### src/rtl/master_tiled_multip_control.sv
// Tile sequencer for a full W x D multiply on the systolic array.
// Walks (r,k,c) tiles and handshakes each phase with the downstream controllers.
module master_tiled_multip_control #(
  parameter int SYS_ARR_WIDTH  = 16,
  parameter int SYS_ARR_HEIGHT = 16,
  parameter int MAX_OUT_ROWS   = 128,
  parameter int MAX_OUT_COLS   = 128,
  parameter int MAX_INTERMED   = 128,
  parameter int ADDR_WIDTH     = 16,
  localparam int MAX_RC = (MAX_OUT_ROWS > MAX_OUT_COLS) ?
                          MAX_OUT_ROWS : MAX_OUT_COLS,
  localparam int MAX_D  = (MAX_RC > MAX_INTERMED) ? MAX_RC : MAX_INTERMED,
  localparam int DW     = $clog2(MAX_D) + 1,
  localparam int RL     = $clog2(MAX_OUT_ROWS / SYS_ARR_HEIGHT),
  localparam int CL     = $clog2(MAX_OUT_COLS / SYS_ARR_WIDTH),
  localparam int RW     = (RL > 1) ? RL : 1,
  localparam int CW     = (CL > 1) ? CL : 1
) (
  input  logic                  clk,
  input  logic                  reset,
  input  logic                  active,
  input  logic [DW-1:0]         num_row_weight_mat,
  input  logic [DW-1:0]         intermed_dim,
  input  logic [DW-1:0]         num_col_in_mat,
  input  logic [ADDR_WIDTH-1:0] base_weight,
  input  logic [ADDR_WIDTH-1:0] base_data,
  input  logic                  weight_mem_fifo_done,
  input  logic                  weight_fifo_arr_done,
  input  logic                  data_mem_calc_done,
  output logic                  weight_mem_fifo_en,
  output logic                  weight_fifo_arr_en,
  output logic                  data_mem_calc_en,
  output logic [ADDR_WIDTH-1:0] weight_addr,
  output logic [ADDR_WIDTH-1:0] data_addr,
  output logic [RW-1:0]         accum_table_submat_row_out,
  output logic [CW-1:0]         accum_table_submat_col_out,
  output logic                  accum_en,
  output logic                  busy,
  output logic                  done
);

  // one spare bit so the ceil() rounding of an oversized dimension cannot wrap
  localparam int TW = DW + 1;
  localparam logic [TW-1:0] ONE = TW'(1);

  typedef enum logic [2:0] {
    IDLE,
    W_MEM,
    W_ARR,
    D_CALC,
    ADVANCE,
    FINISH
  } state_t;

  state_t state, state_n;

  logic [TW-1:0] rt, kt, ct;
  logic [TW-1:0] rt_n, kt_n, ct_n;
  logic [TW-1:0] r, k, c;
  logic [TW-1:0] r_n, k_n, c_n;
  logic [TW-1:0] rt_in, kt_in, ct_in;
  logic [ADDR_WIDTH-1:0] bw, bd, bw_n, bd_n;
  logic start, dims_zero;
  logic r_last, k_last, c_last;

  assign start = (state == IDLE) && active;

  assign dims_zero = (num_row_weight_mat == '0) ||
                     (intermed_dim == '0) ||
                     (num_col_in_mat == '0);

  assign rt_in = (TW'(num_row_weight_mat) + TW'(SYS_ARR_HEIGHT - 1)) /
                 TW'(SYS_ARR_HEIGHT);
  assign kt_in = (TW'(intermed_dim) + TW'(SYS_ARR_HEIGHT - 1)) /
                 TW'(SYS_ARR_HEIGHT);
  assign ct_in = (TW'(num_col_in_mat) + TW'(SYS_ARR_WIDTH - 1)) /
                 TW'(SYS_ARR_WIDTH);

  assign r_last = (r == rt - ONE);
  assign k_last = (k == kt - ONE);
  assign c_last = (c == ct - ONE);

  always_comb begin
    state_n = state;
    unique case (state)
      IDLE: begin
        if (active) state_n = dims_zero ? FINISH : W_MEM;
      end
      W_MEM: begin
        if (weight_mem_fifo_done) state_n = W_ARR;
      end
      W_ARR: begin
        if (weight_fifo_arr_done) state_n = D_CALC;
      end
      D_CALC: begin
        if (data_mem_calc_done) state_n = ADVANCE;
      end
      ADVANCE: begin
        if (!c_last)                 state_n = D_CALC;
        else if (!k_last || !r_last) state_n = W_MEM;
        else                         state_n = FINISH;
      end
      FINISH:  state_n = IDLE;
      default: state_n = IDLE;
    endcase
  end

  // next tile position; addresses are registered from these so they are
  // already valid in the first cycle of the enable they belong to
  always_comb begin
    rt_n = rt;
    kt_n = kt;
    ct_n = ct;
    r_n  = r;
    k_n  = k;
    c_n  = c;
    bw_n = bw;
    bd_n = bd;
    if (start) begin
      rt_n = rt_in;
      kt_n = kt_in;
      ct_n = ct_in;
      r_n  = '0;
      k_n  = '0;
      c_n  = '0;
      bw_n = base_weight;
      bd_n = base_data;
    end else if (state == ADVANCE) begin
      if (!c_last) begin
        c_n = c + ONE;
      end else if (!k_last || !r_last) begin
        c_n = '0;
        if (!k_last) begin
          k_n = k + ONE;
        end else begin
          k_n = '0;
          r_n = r + ONE;
        end
      end
    end
  end

  always_ff @(posedge clk) begin
    if (reset) begin
      state                      <= IDLE;
      rt                         <= '0;
      kt                         <= '0;
      ct                         <= '0;
      r                          <= '0;
      k                          <= '0;
      c                          <= '0;
      bw                         <= '0;
      bd                         <= '0;
      weight_addr                <= '0;
      data_addr                  <= '0;
      accum_table_submat_row_out <= '0;
      accum_table_submat_col_out <= '0;
      accum_en                   <= 1'b0;
    end else begin
      state       <= state_n;
      rt          <= rt_n;
      kt          <= kt_n;
      ct          <= ct_n;
      r           <= r_n;
      k           <= k_n;
      c           <= c_n;
      bw          <= bw_n;
      bd          <= bd_n;
      weight_addr <= bw_n +
                     ADDR_WIDTH'(r_n) * ADDR_WIDTH'(kt_n) +
                     ADDR_WIDTH'(k_n);
      data_addr   <= bd_n +
                     ADDR_WIDTH'(k_n) * ADDR_WIDTH'(ct_n) +
                     ADDR_WIDTH'(c_n);
      accum_table_submat_row_out <= RW'(r_n);
      accum_table_submat_col_out <= CW'(c_n);
      accum_en    <= (k_n != '0);
    end
  end

  assign weight_mem_fifo_en = (state == W_MEM);
  assign weight_fifo_arr_en = (state == W_ARR);
  assign data_mem_calc_en   = (state == D_CALC);
  assign done               = (state == FINISH);
  assign busy               = (state != IDLE);

endmodule

### config.mk
export PLATFORM = sky130hd
export DESIGN_NAME = master_tiled_multip_control
export DESIGN_NICKNAME = d
export VERILOG_FILES = /design/src/rtl/master_tiled_multip_control.sv
export SDC_FILE = /design/constraint.sdc
export NUM_CORES = 1
export LEC_CHECK = 0
export ABC_AREA = 1
export CAP_MARGIN = 20
export CORE_MARGIN = 3
export CORE_UTILIZATION = 50
export DETAILED_ROUTE_END_ITERATION = 8
export DONT_BUFFER_PORTS = 1
export PLACE_DENSITY = 0.76
export SETUP_SLACK_MARGIN = 0.3
export SYNTH_ARGS = -nofsm -noshare
export SYNTH_HDL_FRONTEND = slang
export SYNTH_SLANG_ARGS = --single-unit
### constraint.sdc
create_clock -name clk -period 7.15 [get_ports clk]
set_input_delay 1.43 -clock clk [delete_from_list [all_inputs] [get_ports clk]]
set_output_delay 1.43 -clock clk [all_outputs]
set_load 0.03 [all_outputs]
Word level (Yosys, flattened, before mapping). Index checks and enable logic that the tools add are counted.

Add/subtract/negate cells: 13. $mul: 2. Equal/unequal tests: 12. Multiplexer cells: 26. Reductions and logical operators: 13.

Operators by type and width (count): $mux W9 (16); $add A16 B16 Y16 (2); $add A16 B9 Y16 (2); $mul A9 B9 Y16 (2); $mux W16 (2); $add A8 B4 Y9 const B (3); $add A9 B1 Y9 const B (3); $eq A9 B9 Y1 (3); $logic_not A8 Y1 (3); $mux W3 (7); $sub A9 B1 Y9 const B (2); $pmux W3 S5 (1); $reduce_bool A9 Y1 (1); $ne A2 B2 Y1 const B (4); $eq A3 B2 Y1 const B (2); $eq A3 B3 Y1 const B (2); $sub A5 B1 Y6 const B (1); $reduce_and A4 Y1 (1); $eq A3 B1 Y1 const B (1); $logic_not A3 Y1 (1); $logic_or A1 B1 Y1 (3); $reduce_bool A3 Y1 (1); $logic_not A1 Y1 (2); $logic_and A1 B1 Y1 (1).

Flip-flop bits (word level): 124. Input port bits: 62. Output and inout port bits: 44. Logic and storage cells: 80.

Logic depth before layout (Yosys ltp).
Word-level depth: 11. Depth in mapped cells: 42. Gate-level depth less buffers: 42.

Worst setup path before layout. No wires, ideal clock.

Kind: input-to-reg. Start point: input port active. End point: register weight_addr[14]. Library setup time: 0.132 ns. Arrival time: 6.944 ns. Required time: 7.018 ns. Setup slack: 0.074 ns. Stages: 28. Path buffers: 2. Cells stage by stage: nand2_1 clkbuf_1 clkbuf_1 nand3_1 inv_1 nand2_1 fa_1 inv_1 fa_1 ha_1 fa_1 inv_1 fa_1 inv_1 ha_1 nand2_1 nor2_1 a211oi_1 nor2_1 o21ai_0 nand2_1 a21boi_0 o21ai_0 nand2_1 nand2_1 a21oi_1 or2_2 a21oi_1.

Cells in the longest elaborated chain, start to end: 5. Elaborated cells between the ends (all ways): 8. Those cells by class: 2 x add/sub; 1 x mul; 4 x mux; 1 x reduce/logical.

Ends and longest elaborated chain: start: declaration (line 21) `input logic active,`; $logic_and A1 B1 Y1 (*) (line 66) `assign start = (state == IDLE) && active;`; $mux W9 (line 119) `if (start) begin`; $mul A9 B9 Y16 (line 170) `ADDR_WIDTH'(r_n) * ADDR_WIDTH'(kt_n) +`; $add A16 B16 Y16 (line 169) `weight_addr <= bw_n +`; $add A16 B9 Y16 (*) (line 170); end signal: assignment (line 169); end: declaration (line 33) `output logic [ADDR_WIDTH-1:0] weight_addr,`.

Every way passes the cells marked *; elsewhere a longest branch is shown, timed or not. A chain may end at the register's enable or synchronous reset.

Worst setup path in the final report.
Start point: register ct[0]. End point: register data_addr[15].

Cells in the longest elaborated chain, start to end: 8. Elaborated cells between the ends (all ways): 12. Those cells by class: 3 x add/sub; 1 x mul; 1 x eq/ne; 7 x mux.

Ends and longest elaborated chain: start: declaration (line 57) `logic [TW-1:0] rt, kt, ct;`; start signal: assignment (line 163) `ct <= ct_n;`; $sub A9 B1 Y9 (line 81) `assign c_last = (c == ct - ONE);`; $eq A9 B9 Y1 (line 81); $mux W9 (line 129) `if (!c_last) begin`; $mux W9 (line 128) `end else if (state == ADVANCE) begin`; $mux W9 (line 119); $mul A9 B9 Y16 (line 173) `ADDR_WIDTH'(k_n) * ADDR_WIDTH'(ct_n) +`; $add A16 B16 Y16 (line 172) `data_addr <= bd_n +`; $add A16 B9 Y16 (*) (line 173); end signal: assignment (line 172); end: declaration (line 34) `output logic [ADDR_WIDTH-1:0] data_addr,`.

Marks and branches as above.

==> results.yml <==
power_and_ir_drop:
  clock_power_share: 0.289
  p_int_mw: 2.01
  pwr-share-seq: 0.276
  p_switching_mw: 1.45
  p_comb_frac: 0.435
  power_switching_share: 0.419
  power_density_nw_per_um2: 235
  ir_drop_mv: 0.222
  p_leak_nw: 7.43
grt:
  grt_util_all_layers: 0.250
  grt_pass1_vias: 11000
  grt_max_degree: 96
  grt_overflow: 0
  grt_first_pass_wirelength_um: 53100
  antenna_found_initial: 2
synthesis:
  synth_nets: 1979
  netlist_area_um2: 12400
  ys.flop_type: "dfxtp_1"
  yosysWarnings: 0
  synth.area.top_cells: "fa_1 (23%), dfxtp_1 (19%), inv_1 (12%)"
  ys_ff_latch: 118
  synth.distinct_cells: 49
  syn_inst: 1689
  synth_largest_area_cell: "fa_1"
  ys_seq_area_frac: 0.190
  synth_common_cells: "inv_1 (397), nand2_1 (277), nor2_1 (224), fa_1 (140), dfxtp_1 (118)"
  yosysMostFrequentCell: "inv_1"
  synth_edf_count: 0
  async_flop_share: 0
  syn_avg_cell_area_um2: 7.37
  synth_top_cell_area_share: 0.225
floorplan:
  start_util: 0.510
  die_h_um: 164
  rows: 57
  core_um2: 24400
  die_width_um: 164
  die_area_um2: 26800
  ios: 106
detailed_routing:
  drtAntennaViolNets: 0
  wl_per_cell_um: 16.0
  via_per_inst: 5.19
  routed_wl_um: 33600
  drt_iter0_drc: 944
  drt_first_pass_iters: 5
  vias: 10900
  drc_errors: 0
critical_path:
  worstSetupPathType: "register to register"
  max_stage_delay_ns: 0.56
  endpoint_kind: "register"
  critPathMaxFanout: 8
  start_kind: "register"
  r2r-start: "ct[0]"
  critical_path.most_common_cell: "fa_1"
  critPathRequiredTime_ns: 7.50
  cpMaxStageDelayCell: "fa_1"
  crit_arrival_ns: 6.97
  crit_start: "ct[0]"
layout:
  area_growth_pct: 17.8
  nNetsFinal: 2053
  drive_gt1_frac: 0.183
  fillers: 2104
  fin_util: 0.601
timing:
  finalSetupViolCount: 0
  relSlewSlack: 0.283
  finClkSkew_ns: 0.0123
  tns_ns: 0
  hold_viol_final: 0
  max_freq_mhz: 151
  rsz0062_at_grt: "true"
  min_period_over_period: 0.926
  period_minus_slack_ns: 6.62
  finalMaxSlewViolations: 0
  worstMarginPinSlew_ns: 1.07
status:
  status: "finished clean"
clock_tree:
  cts_htree_levels: 4
  root_buffer: "clkbuf_16"
  numClockSinks: 118
  cts_tree: "done"
  clkLatencyLatePin_ns: 0.43
  cts.clk_slew.worst_paths_ns: 0.06
  clock_path_buffers: 2
  cts_made_buffers: 17
job:
  timing.max_cap.violations: 0
placed_design:
  io_buffers: 0
  gp_congestion: 0.917
  post-dp-hpwl_um: 25100
min_path:
  hold_start: "bw[15]"
  hp-class: "register to register"
-- layer usage --
layer  share of wire  GRT usage  routed length (um)
met3           0.069     0.0472                2310
met4           0.022     0.0869                 745
met2            0.47      0.401               15900
met1            0.44      0.338               14700
met5               0          0                   0
-- per-stage QoR --
step | setup slack [ns] | instance area (um2) | hold WS, ns | std cells | power [mW]
floorplan | 0.165 | 12500 | 0.478 | 1689 | 1.96
global placement | 0.103 | 13100 | 0.493 | 2034 | 2.26
detailed placement | 0.000585 | 13100 | 0.513 | 2034 | 2.30
CTS | 0.239 | 13900 | 0.527 | 2072 | 3.31
global route | 0.194 | 14700 | 0.547 | 2101 | 3.70
finish | 0.533 | 14700 | 0.519 | 2101 | 3.45
-- power by group through the flow --
stage | combinational [mW] | clock, mW | sequential [mW]
2_1_floorplan | 1.02 | 0 | 0.942
3_3_place_gp | 1.30 | 0 | 0.962
3_5_place_dp | 1.33 | 0 | 0.965
4_1_cts | 1.36 | 1.01 | 0.953
5_1_grt | 1.70 | 1.03 | 0.967
6_report | 1.50 | 0.997 | 0.954
-- final cells by class --
cell class                 instances  area, um2  area share
tap                              324        405      0.0276
inverter                         412       1570       0.107
clock buffer                      23        498      0.0340
multi-input combinational       1120       8890       0.606
antenna                            2       5.00    0.000341
sequential                       118       2370       0.162
clock inverter                     8        168      0.0114
timing repair buffer              94        753      0.0514
-- state kept, by name, summed over array words and instances, names as in the netlist, 2 cells and up --
signal                      count
bd                             16
bw                             16
data_addr                      16
weight_addr                    16
ct                              9
k                               9
kt                              9
c                               7
r                               7
rt                              5
state                           3
accum_table_submat_col_out      2
accum_table_submat_row_out      2
-- worst max-delay path, delay by kind of cell, from the launching register on --
kind,cells,cell delay [ns]
AOI/OAI and AO/OA,2,0.40
xor gates and xnor gates,1,0.10
adders and majority gates,7,3.03
buffers and inverters,7,0.69
DFF,1,0.37
and+or+nand+nor,17,1.94
-- what timing repair did --
item | in CTS | in global routing
hold buffers | 0 | 0
pin swaps | 4 | 82
buffers inserted | 7 | 27
hold endpoints to repair | 0 | 0
resized for setup | 14 | 146
setup endpoints to repair | 4 | 15
-- cell families after synthesis --
| logic type | share of synthesized area |
|---|---|
| buf+inv | 0.141 |
| mux | 0.0129 |
| xor+xnor | 0.0162 |
| flops | 0.190 |
| compound gates | 0.0852 |
| simple gates | 0.242 |
| fa+ha+maj | 0.314 |
-- final timing paths --
path                         to  slack (ns)  depth (start not counted)
setup / recovery  data_addr[15]        0.53                         34
hold / removal           bw[15]        0.52                          2
setup reg to reg  data_addr[15]        0.53                         34
hold reg to reg          bw[15]        0.52                          2
-- layout by cell type, fill, tap and decap left out, types with 17 or more instances in the layout --
cell | synthesis | final
inv_1 | 397 | 372
nand2_1 | 277 | 265
nor2_1 | 224 | 203
fa_1 | 140 | 138
dfxtp_1 | 118 | 113
buf_4 | 6 | 86
ha_1 | 88 | 71
a21oi_1 | 71 | 63
nand3_1 | 56 | 46
o21ai_0 | 49 | 39
inv_2 | 13 | 31
nor2_2 | 8 | 25
nor3_1 | 24 | 23
or2_2 | 21 | 20
nand2_2 | 10 | 19
a211oi_1 | 21 | 18
nand3_2 | 10 | 17
ha_4 | 0 | 17
clkbuf_16 | 0 | 17
Power figures use the tool's default switching activity.
